## config.mk

```make
export PLATFORM = sky130hd
export DESIGN_NAME = adpll_loop_controller
export DESIGN_NICKNAME = d
export VERILOG_FILES = /design/src/rtl/adpll_loop_controller.sv
export SDC_FILE = /design/constraint.sdc
export NUM_CORES = 1
export LEC_CHECK = 0
export CORE_MARGIN = 1
export CORE_UTILIZATION = 58
export CTS_CLUSTER_SIZE = 10
export DETAILED_ROUTE_END_ITERATION = 6
export GPL_ROUTABILITY_DRIVEN = 0
export GPL_TIMING_DRIVEN = 0
export PLACE_DENSITY = 0.78
export SLEW_MARGIN = 10
export SYNTH_ARGS = -nofsm -noshare
export SYNTH_HDL_FRONTEND = slang
export SYNTH_SLANG_ARGS = --single-unit
```

## constraint.sdc

```tcl
create_clock -name clk -period 7.6 [get_ports clk]
set_input_delay 1.52 -clock clk [delete_from_list [all_inputs] [get_ports clk]]
set_output_delay 1.52 -clock clk [all_outputs]
set_load 0.02 [all_outputs]
```

## src/rtl/adpll_loop_controller.sv

```systemverilog
// ADPLL digital loop controller: integrates phase-detector UP/DN activity over
// fixed sample windows and steps a saturating DCO control word, sequencing the
// loop through IDLE, ACQUIRE (coarse), TRACK (fine) and LOCKED.
module adpll_loop_controller #(
  parameter int CTRL_W     = 8,
  parameter int WIN        = 8,
  parameter int STEP_ACQ   = 4,
  parameter int STEP_TRK   = 1,
  parameter int LOCK_CNT   = 16,
  parameter int UNLOCK_CNT = 4
) (
  input  logic              clk,
  input  logic              reset,
  input  logic              enable,
  input  logic              UP,
  input  logic              DN,
  output logic [CTRL_W-1:0] ctrl_word,
  output logic              locked,
  output logic [1:0]        state
);

  localparam int WCNT_W = $clog2(WIN);
  localparam int SCNT_W = $clog2(WIN + 1);
  localparam int DIFF_W = SCNT_W + 1;
  localparam int QCNT_W = $clog2(LOCK_CNT + 1);
  localparam int NCNT_W = $clog2(UNLOCK_CNT + 1);

  localparam logic signed [CTRL_W+1:0] CW_MAX   = {2'b00, {CTRL_W{1'b1}}};
  localparam logic signed [CTRL_W+1:0] CW_MIN   = '0;
  localparam logic        [CTRL_W-1:0] CW_RESET = {1'b1, {(CTRL_W-1){1'b0}}};
  localparam logic signed [DIFF_W-1:0] QUIET_LIM = 1;
  localparam logic signed [DIFF_W-1:0] DIFF_ZERO = '0;

  typedef enum logic [1:0] {
    S_IDLE = 2'd0,
    S_ACQ  = 2'd1,
    S_TRK  = 2'd2,
    S_LCK  = 2'd3
  } st_t;

  st_t                st;
  logic [WCNT_W-1:0]  win_cnt;
  logic [SCNT_W-1:0]  up_cnt;
  logic [SCNT_W-1:0]  dn_cnt;
  logic [QCNT_W-1:0]  quiet_cnt;
  logic [NCNT_W-1:0]  noisy_cnt;
  logic signed [1:0]  last_sign;   // 0 = none, +1 = ctrl rising, -1 = ctrl falling

  logic               up_s;
  logic               dn_s;
  logic [SCNT_W-1:0]  up_nxt;
  logic [SCNT_W-1:0]  dn_nxt;
  logic signed [DIFF_W-1:0] diff;
  logic signed [1:0]  d_sign;
  logic               quiet;
  logic               win_end;
  logic               overshoot;
  logic [CTRL_W-1:0]  step;

  // Clamp a widened control value into the legal DCO word range.
  function automatic logic [CTRL_W-1:0] sat_ctrl(input logic signed [CTRL_W+1:0] v);
    if (v > CW_MAX) return CW_MAX[CTRL_W-1:0];
    if (v < CW_MIN) return CW_MIN[CTRL_W-1:0];
    return v[CTRL_W-1:0];
  endfunction

  // Move the control word one step in the direction of the window result.
  function automatic logic [CTRL_W-1:0] apply_step(input logic [CTRL_W-1:0] cw,
                                                   input logic signed [1:0] dir,
                                                   input logic [CTRL_W-1:0] stp);
    logic signed [CTRL_W+1:0] base;
    logic signed [CTRL_W+1:0] delta;
    base  = $signed({2'b00, cw});
    delta = $signed({2'b00, stp});
    if (dir == 2'sb01) return sat_ctrl(base + delta);
    if (dir == 2'sb11) return sat_ctrl(base - delta);
    return cw;
  endfunction

  assign up_s    = UP & ~DN;
  assign dn_s    = DN & ~UP;
  assign up_nxt  = up_cnt + {{(SCNT_W-1){1'b0}}, up_s};
  assign dn_nxt  = dn_cnt + {{(SCNT_W-1){1'b0}}, dn_s};
  assign diff    = $signed({1'b0, up_nxt}) - $signed({1'b0, dn_nxt});
  assign quiet   = (diff <= QUIET_LIM) && (diff >= -QUIET_LIM);
  assign win_end = (win_cnt == WCNT_W'(WIN - 1));
  assign step    = (st == S_ACQ) ? CTRL_W'(STEP_ACQ) : CTRL_W'(STEP_TRK);
  assign state   = st;

  // Window result direction, including the sample of the current cycle.
  always_comb begin
    d_sign = 2'sb00;
    if (diff > DIFF_ZERO)      d_sign = 2'sb01;
    else if (diff < DIFF_ZERO) d_sign = 2'sb11;
  end

  // Overshoot: window direction reverses against the last nonzero direction.
  assign overshoot = (last_sign != 2'sb00) && (d_sign != 2'sb00) && (d_sign != last_sign);

  // Loop sequencer, window integration and control word update.
  always_ff @(posedge clk) begin
    if (reset) begin
      st        <= S_IDLE;
      ctrl_word <= CW_RESET;
      locked    <= 1'b0;
      win_cnt   <= '0;
      up_cnt    <= '0;
      dn_cnt    <= '0;
      quiet_cnt <= '0;
      noisy_cnt <= '0;
      last_sign <= 2'sb00;
    end else if (st == S_IDLE) begin
      if (enable) st <= S_ACQ;
    end else if (!enable) begin
      st        <= S_IDLE;
      locked    <= 1'b0;
      win_cnt   <= '0;
      up_cnt    <= '0;
      dn_cnt    <= '0;
      quiet_cnt <= '0;
      noisy_cnt <= '0;
      last_sign <= 2'sb00;
    end else if (!win_end) begin
      win_cnt <= win_cnt + WCNT_W'(1);
      up_cnt  <= up_nxt;
      dn_cnt  <= dn_nxt;
    end else begin
      win_cnt   <= '0;
      up_cnt    <= '0;
      dn_cnt    <= '0;
      ctrl_word <= apply_step(ctrl_word, d_sign, step);
      case (st)
        S_ACQ: begin
          if (overshoot) begin
            st        <= S_TRK;
            quiet_cnt <= '0;
          end else if (d_sign != 2'sb00) begin
            last_sign <= d_sign;
          end
        end
        S_TRK: begin
          if (!quiet) begin
            quiet_cnt <= '0;
          end else if (quiet_cnt == QCNT_W'(LOCK_CNT - 1)) begin
            st        <= S_LCK;
            locked    <= 1'b1;
            quiet_cnt <= '0;
            noisy_cnt <= '0;
          end else begin
            quiet_cnt <= quiet_cnt + QCNT_W'(1);
          end
        end
        S_LCK: begin
          if (quiet) begin
            noisy_cnt <= '0;
          end else if (noisy_cnt == NCNT_W'(UNLOCK_CNT - 1)) begin
            st        <= S_ACQ;
            locked    <= 1'b0;
            noisy_cnt <= '0;
            last_sign <= 2'sb00;
          end else begin
            noisy_cnt <= noisy_cnt + NCNT_W'(1);
          end
        end
        default: ;
      endcase
    end
  end

endmodule

```

==> Word-level counts from Yosys, hierarchy flattened <==
Index checks and enable logic that the tools add are counted.
{ "word_totals": {"out_inout_bits": 11, "elab_cells": 168, "reg_bits": 32, "input_bits": 5} }
{ "classes": {"n_bitwise": 5, "mux": 97, "n_reduce_logical": 13, "n_addsub": 8, "eq_ne": 28, "n_lt_le_gt_ge": 8} }
{ "op_table": {"columns": ["operator", "count"], "rows": [
  ["$mux W8", 12],
  ["$mux W1", 45],
  ["$mux W2", 17],
  ["$mux W3", 9],
  ["$mux W5", 5],
  ["$lt A9 B1 Y1 const B", 2],
  ["$ne A3 B3 Y1 const B", 6],
  ["$mux W4", 4],
  ["$ne A4 B4 Y1 const B", 4],
  ["$reduce_and A7 Y1", 2],
  ["$ne A3 B1 Y1 const B", 4],
  ["$pmux W5 S2", 1],
  ["$add A8 B3 Y9", 1],
  ["$gt A9 B8 Y1 const B", 1],
  ["$gt A9 B9 Y1 const B", 1],
  ["$sub A8 B3 Y9", 1],
  ["$add A4 B1 Y4", 2],
  ["$reduce_and A4 Y1", 2],
  ["$reduce_and A8 Y1", 1],
  ["$add A3 B1 Y3 const B", 2],
  ["$eq A2 B2 Y1 const B", 3],
  ["$pmux W2 S3", 1],
  ["$pmux W3 S2", 1],
  ["$reduce_bool A2 Y1", 3],
  ["other kinds (23)", 29]
]} }

==> Longest topological paths before layout <==
{ "logic_depth": {"word_depth": 30, "ltp_mapped": 18, "depth_no_buf": 17} }

==> Worst setup path before layout <==
Ideal clock, no wire load.
{ "synth_timing": {"path_type": "input to register", "start": "in UP", "end": "reg st[0] (netlist: state[0])", "arrival_time_ps": 5210, "path_slack_ps": 2276, "required_ps": 7485, "setup_ps": 115, "n_path_buf": 2, "cell_stages": 18, "path_cell_list": "nor2b_1 > ha_1 > ha_1 > inv_1 > fa_1 > o21bai_1 > a21o_1 > clkbuf_1 > inv_1 > clkbuf_1 > ha_1 > nor3_1 > nand3_1 > o211a_1 > nand2_4 > mux2i_1 > mux2i_1 > a2111oi_0"} }
{ "synth_via": {"elab_chain_cells": 12, "word_cells_on_any_way": 21, "cone_classes": "add/sub: 3; order compare: 4; eq/ne: 4; mux: 2; bitwise: 3; reduce/logical: 5"} }
{ "synth_rtl": {"columns": ["element", "line_no", "rtl"], "rows": [
  ["from (decl)", "15", "input logic UP,"],
  ["$not A1 Y1", "81", "assign dn_s = DN & ~UP;"],
  ["$and A1 B1 Y1", "81", null],
  ["$add A4 B1 Y4", "83", "assign dn_nxt = dn_cnt + {{(SCNT_W-1){1'b0}}, dn_s};"],
  ["$sub A4 B4 Y5 *", "84", "assign diff = $signed({1'b0, up_nxt}) - $signed({1'b0, dn_nxt});"],
  ["$lt A5 B1 Y1", "94", "else if (diff < DIFF_ZERO) d_sign = 2'sb11;"],
  ["$mux W2", "94", null],
  ["$mux W2", "93", "if (diff > DIFF_ZERO) d_sign = 2'sb01;"],
  ["$reduce_bool A2 Y1", "98", "assign overshoot = (last_sign != 2'sb00) && (d_sign != 2'sb00) && (d_sign != last_sign);"],
  ["$logic_and A1 B1 Y1 (2 in a row)", "98", null],
  ["$ne A4 B3 Y1 (no line)", null, null],
  ["$reduce_and A8 Y1 (no line) *", null, null],
  ["to (signal assigned)", "103", "st <= S_IDLE;"],
  ["to (signal assigned)", "113", "if (enable) st <= S_ACQ;"],
  ["to (signal assigned)", "115", "st <= S_IDLE;"],
  ["to (decl)", "41", "st_t st;"]
]} }
Every way passes the cells marked *; elsewhere a longest branch is shown, timed or not.
A chain may end at the register's enable or synchronous reset.

==> Final worst setup path <==
Same ends and word-level chain as after synthesis.

==> metrics <==
internal reg-to-reg setup slack=3040 ps; fin crit share=0.7931; Routed Wire Length=5440 um; I/O pins=16; Psw=0.2078 mW; cell-internal power=0.3750 mW; buffer cell driving the clock tree root=clkbuf_8; global-route usage over all layers=0.2641; number of global-route vias before repair=2067; clock period minus final worst setup slack=6027 ps; fraction of registers with async set/reset=0; number of nets in the synthesized netlist=342; critical setup path kind=in2reg; Longest Clk Path Bufs=2; Clock power frac=0.309; total standard cell area after synthesis=2439 um^2; dpl cells=375; transition time of the tightest slew-check pin=1045 ps; cts hold-fix bufs=0; unique cell type count in the Yosys netlist=58; vertical extent of the die=66.84 um; net count reported at finish=364; number of flops mapped to enable cells by yosys=0; CP Data Required Time=7770 ps; worst IR drop on VDD=0.1273 mV; RSZ-0062 raised after global routing=no; area of the die=4468 um^2; sw frac=0.3566; CTS tree=yes; Sinks on Clock Net=32; core region area=4029 um^2; Post-CTS Setup Repair Bufs=0; Top FF cell, synth=dfxtp_1; number of maximum-capacitance violations=0; clock edge transition at the registers on the reported setup and hold paths=70 ps; number of buffer cells added on primary ports=15; portion of the post-synthesis area used by sequential elements=0.2627; worst min-delay path startpoint=quiet_cnt[4]$_SDFFE_PP0P_; terminating pin of the worst hold path=quiet_cnt[4]$_SDFFE_PP0P_; result of the run=finished clean; starting density of the core=0.6053; Non-Filler Instances=383; DRC Markers=0; n_diodes=0; upper clock frequency limit=165.9 MHz; class of the tightest hold or removal check=reg2reg; via/cell ratio=5.966; commonest non-fill, non-tap cells in the layout=nor2_1, dfxtp_1, a21oi_1; post-cts repair resize count=0; layout overhead on the synthesized area=13.90%; wire length of the first global-routing pass=8887 um; CP endpoint kind=flop; Detail Route Antenna Nets=0; number of setup violations in the final report=0; Register-to-Register Path Depth=17; Layout Utilization=0.6894; number of iterations in the first detailed-routing pass=5; worst reg2reg path endpoint=state[0]$_SDFFE_PP0P_; clock skew after layout=10.45 ps; type of origin of the critical path=input port; final-report hold violation count=0; Worst Slack Setup Final=1573 ps; Avg WL per Cell=14.20 um; power per cell area=209.8 nW/um^2; leakage component of the power=1.084 nW; fraction of power consumed by combinational cells=0.376; number of standard cells after synthesis=310; register share of total power=0.315; number of buffers added by the clock tree synthesis step=5; post-placement worst setup slack=1220 ps; DRT iter0 DRCs=122; Rows=23; number of antenna violations at the first check in global routing=0; via total after detailed routing=2285; Yosys reg bits=32; Mapped Avg Cell Area=7.866 um^2; setup TNS=0 ps; latest clock arrival within the worst-skew pair=290 ps; number of max-slew violations in the final report=0; leading cell type in the layout, fill and taps excluded=nor2_1; Synth warnings=0; launch instance of the worst register-to-register path=up_cnt[0]$_SDFFE_PP0N_; chip width=66.84 um; post-DP HPWL=4010 um; Hold Crit Depth=2; fill cell count=339; maximum number of pins on one net before global-route repair=11; layout cells sized above 1=0.06306; residual overflow from global routing=0; data arrival time at the worst-slack endpoint=6190 ps; level count of the clock H-tree=2; relative slew slack=0.2971; crit-path max FO=10
## critical path, cell delays in order
cell and delay, ps:
clkdlybuf4s50_1 410, nor2b_1 140, ha_1 190, ha_1 320, inv_1 70, fa_1 490, o21bai_1 160, a21o_1 120
clkbuf_1 350, inv_1 160, clkbuf_1 260, ha_1 360, nor3_1 370, nand3_1 120, o211a_1 200, nand2_4 140
mux2i_1 330, mux2i_1 110, a2111oi_0 350
## sequential cells by signal, indices dropped and copies added, names as in the netlist
| name | flops |
|---|---|
| noisy_cnt | 3 |
| ctrl_word | 8 |
| up_cnt | 4 |
| locked | 1 |
| win_cnt | 3 |
| state | 2 |
| quiet_cnt | 5 |
| last_sign | 2 |
| dn_cnt | 4 |
## how the worst max path moves through the flow
| stage | startpoint | endpoint | cells after the start |
|---|---|---|---|
| finish | UP | state[0]$_SDFFE_PP0P_ | 19 |
| global placement | UP | state[0]$_SDFFE_PP0P_ | 19 |
| global route | UP | state[0]$_SDFFE_PP0P_ | 19 |
| detailed placement | UP | state[0]$_SDFFE_PP0P_ | 19 |
| floorplan | UP | state[0]$_SDFFE_PP0P_ | 18 |
| CTS | UP | state[0]$_SDFFE_PP0P_ | 19 |
## synthesized netlist by cell type, types with 6 or more instances
master,instances,area share
nand2b_1,11,0.028
nor3_1,16,0.033
a22oi_1,6,0.018
clkbuf_1,12,0.018
nand3_1,10,0.021
ha_1,26,0.13
o21ai_0,13,0.027
a31oi_1,6,0.015
inv_1,17,0.026
nand2_1,23,0.035
nor2_1,34,0.052
dfxtp_1,32,0.26
a21oi_1,30,0.062
## per-layer routing
metal  part of all wire  global-route usage  wire (um)
met5                  0                   0          0
met4              0.014             0.09309         78
met3              0.048             0.04452        261
met2               0.48              0.4571       2612
met1               0.46              0.3247       2488
## power by group through the flow
stage,registers [mW],clock network [mW],logic [mW]
after floorplan,0.190,0,0.163
after global placement,0.187,0,0.211
after detailed placement,0.187,0,0.215
after CTS,0.184,0.183,0.217
after global routing,0.185,0.188,0.244
final,0.184,0.180,0.219
## logic make-up after synthesis
logic type / count (synthesis) / share of synthesized area
muxes: 4 / 0.02206
buffers and inverters: 30 / 0.04669
adders and majority gates: 27 / 0.1416
DFF: 32 / 0.2627
AOI/OAI and AO/OA: 86 / 0.2273
xor gates and xnor gates: 10 / 0.04515
and+or+nand+nor: 121 / 0.2545
## layout make-up
cell class | instances | area [um^2] | area share
Buffer | 13 | 50.05 | 0.01802
Clock inverter | 1 | 30.03 | 0.01081
Sequential cell | 32 | 640.6 | 0.2306
Clock buffer | 7 | 96.34 | 0.03468
Timing Repair Buffer | 15 | 150.1 | 0.05405
Inverter | 17 | 63.81 | 0.02297
Multi-Input combinational cell | 248 | 1684 | 0.6063
Tap cell | 50 | 62.56 | 0.02252
## stage by stage
step | hold slack (ps) | power, mW | area (um^2)
6_report | 459.1 | 0.5829 | 2778
5_1_grt | 481.7 | 0.6172 | 2778
4_1_cts | 454.4 | 0.5833 | 2778
3_5_place_dp | 441.2 | 0.4028 | 2651
3_3_place_gp | 444.3 | 0.3984 | 2651
2_1_floorplan | 426.2 | 0.3533 | 2439
Note: power is estimated with default switching activity, not from simulation.
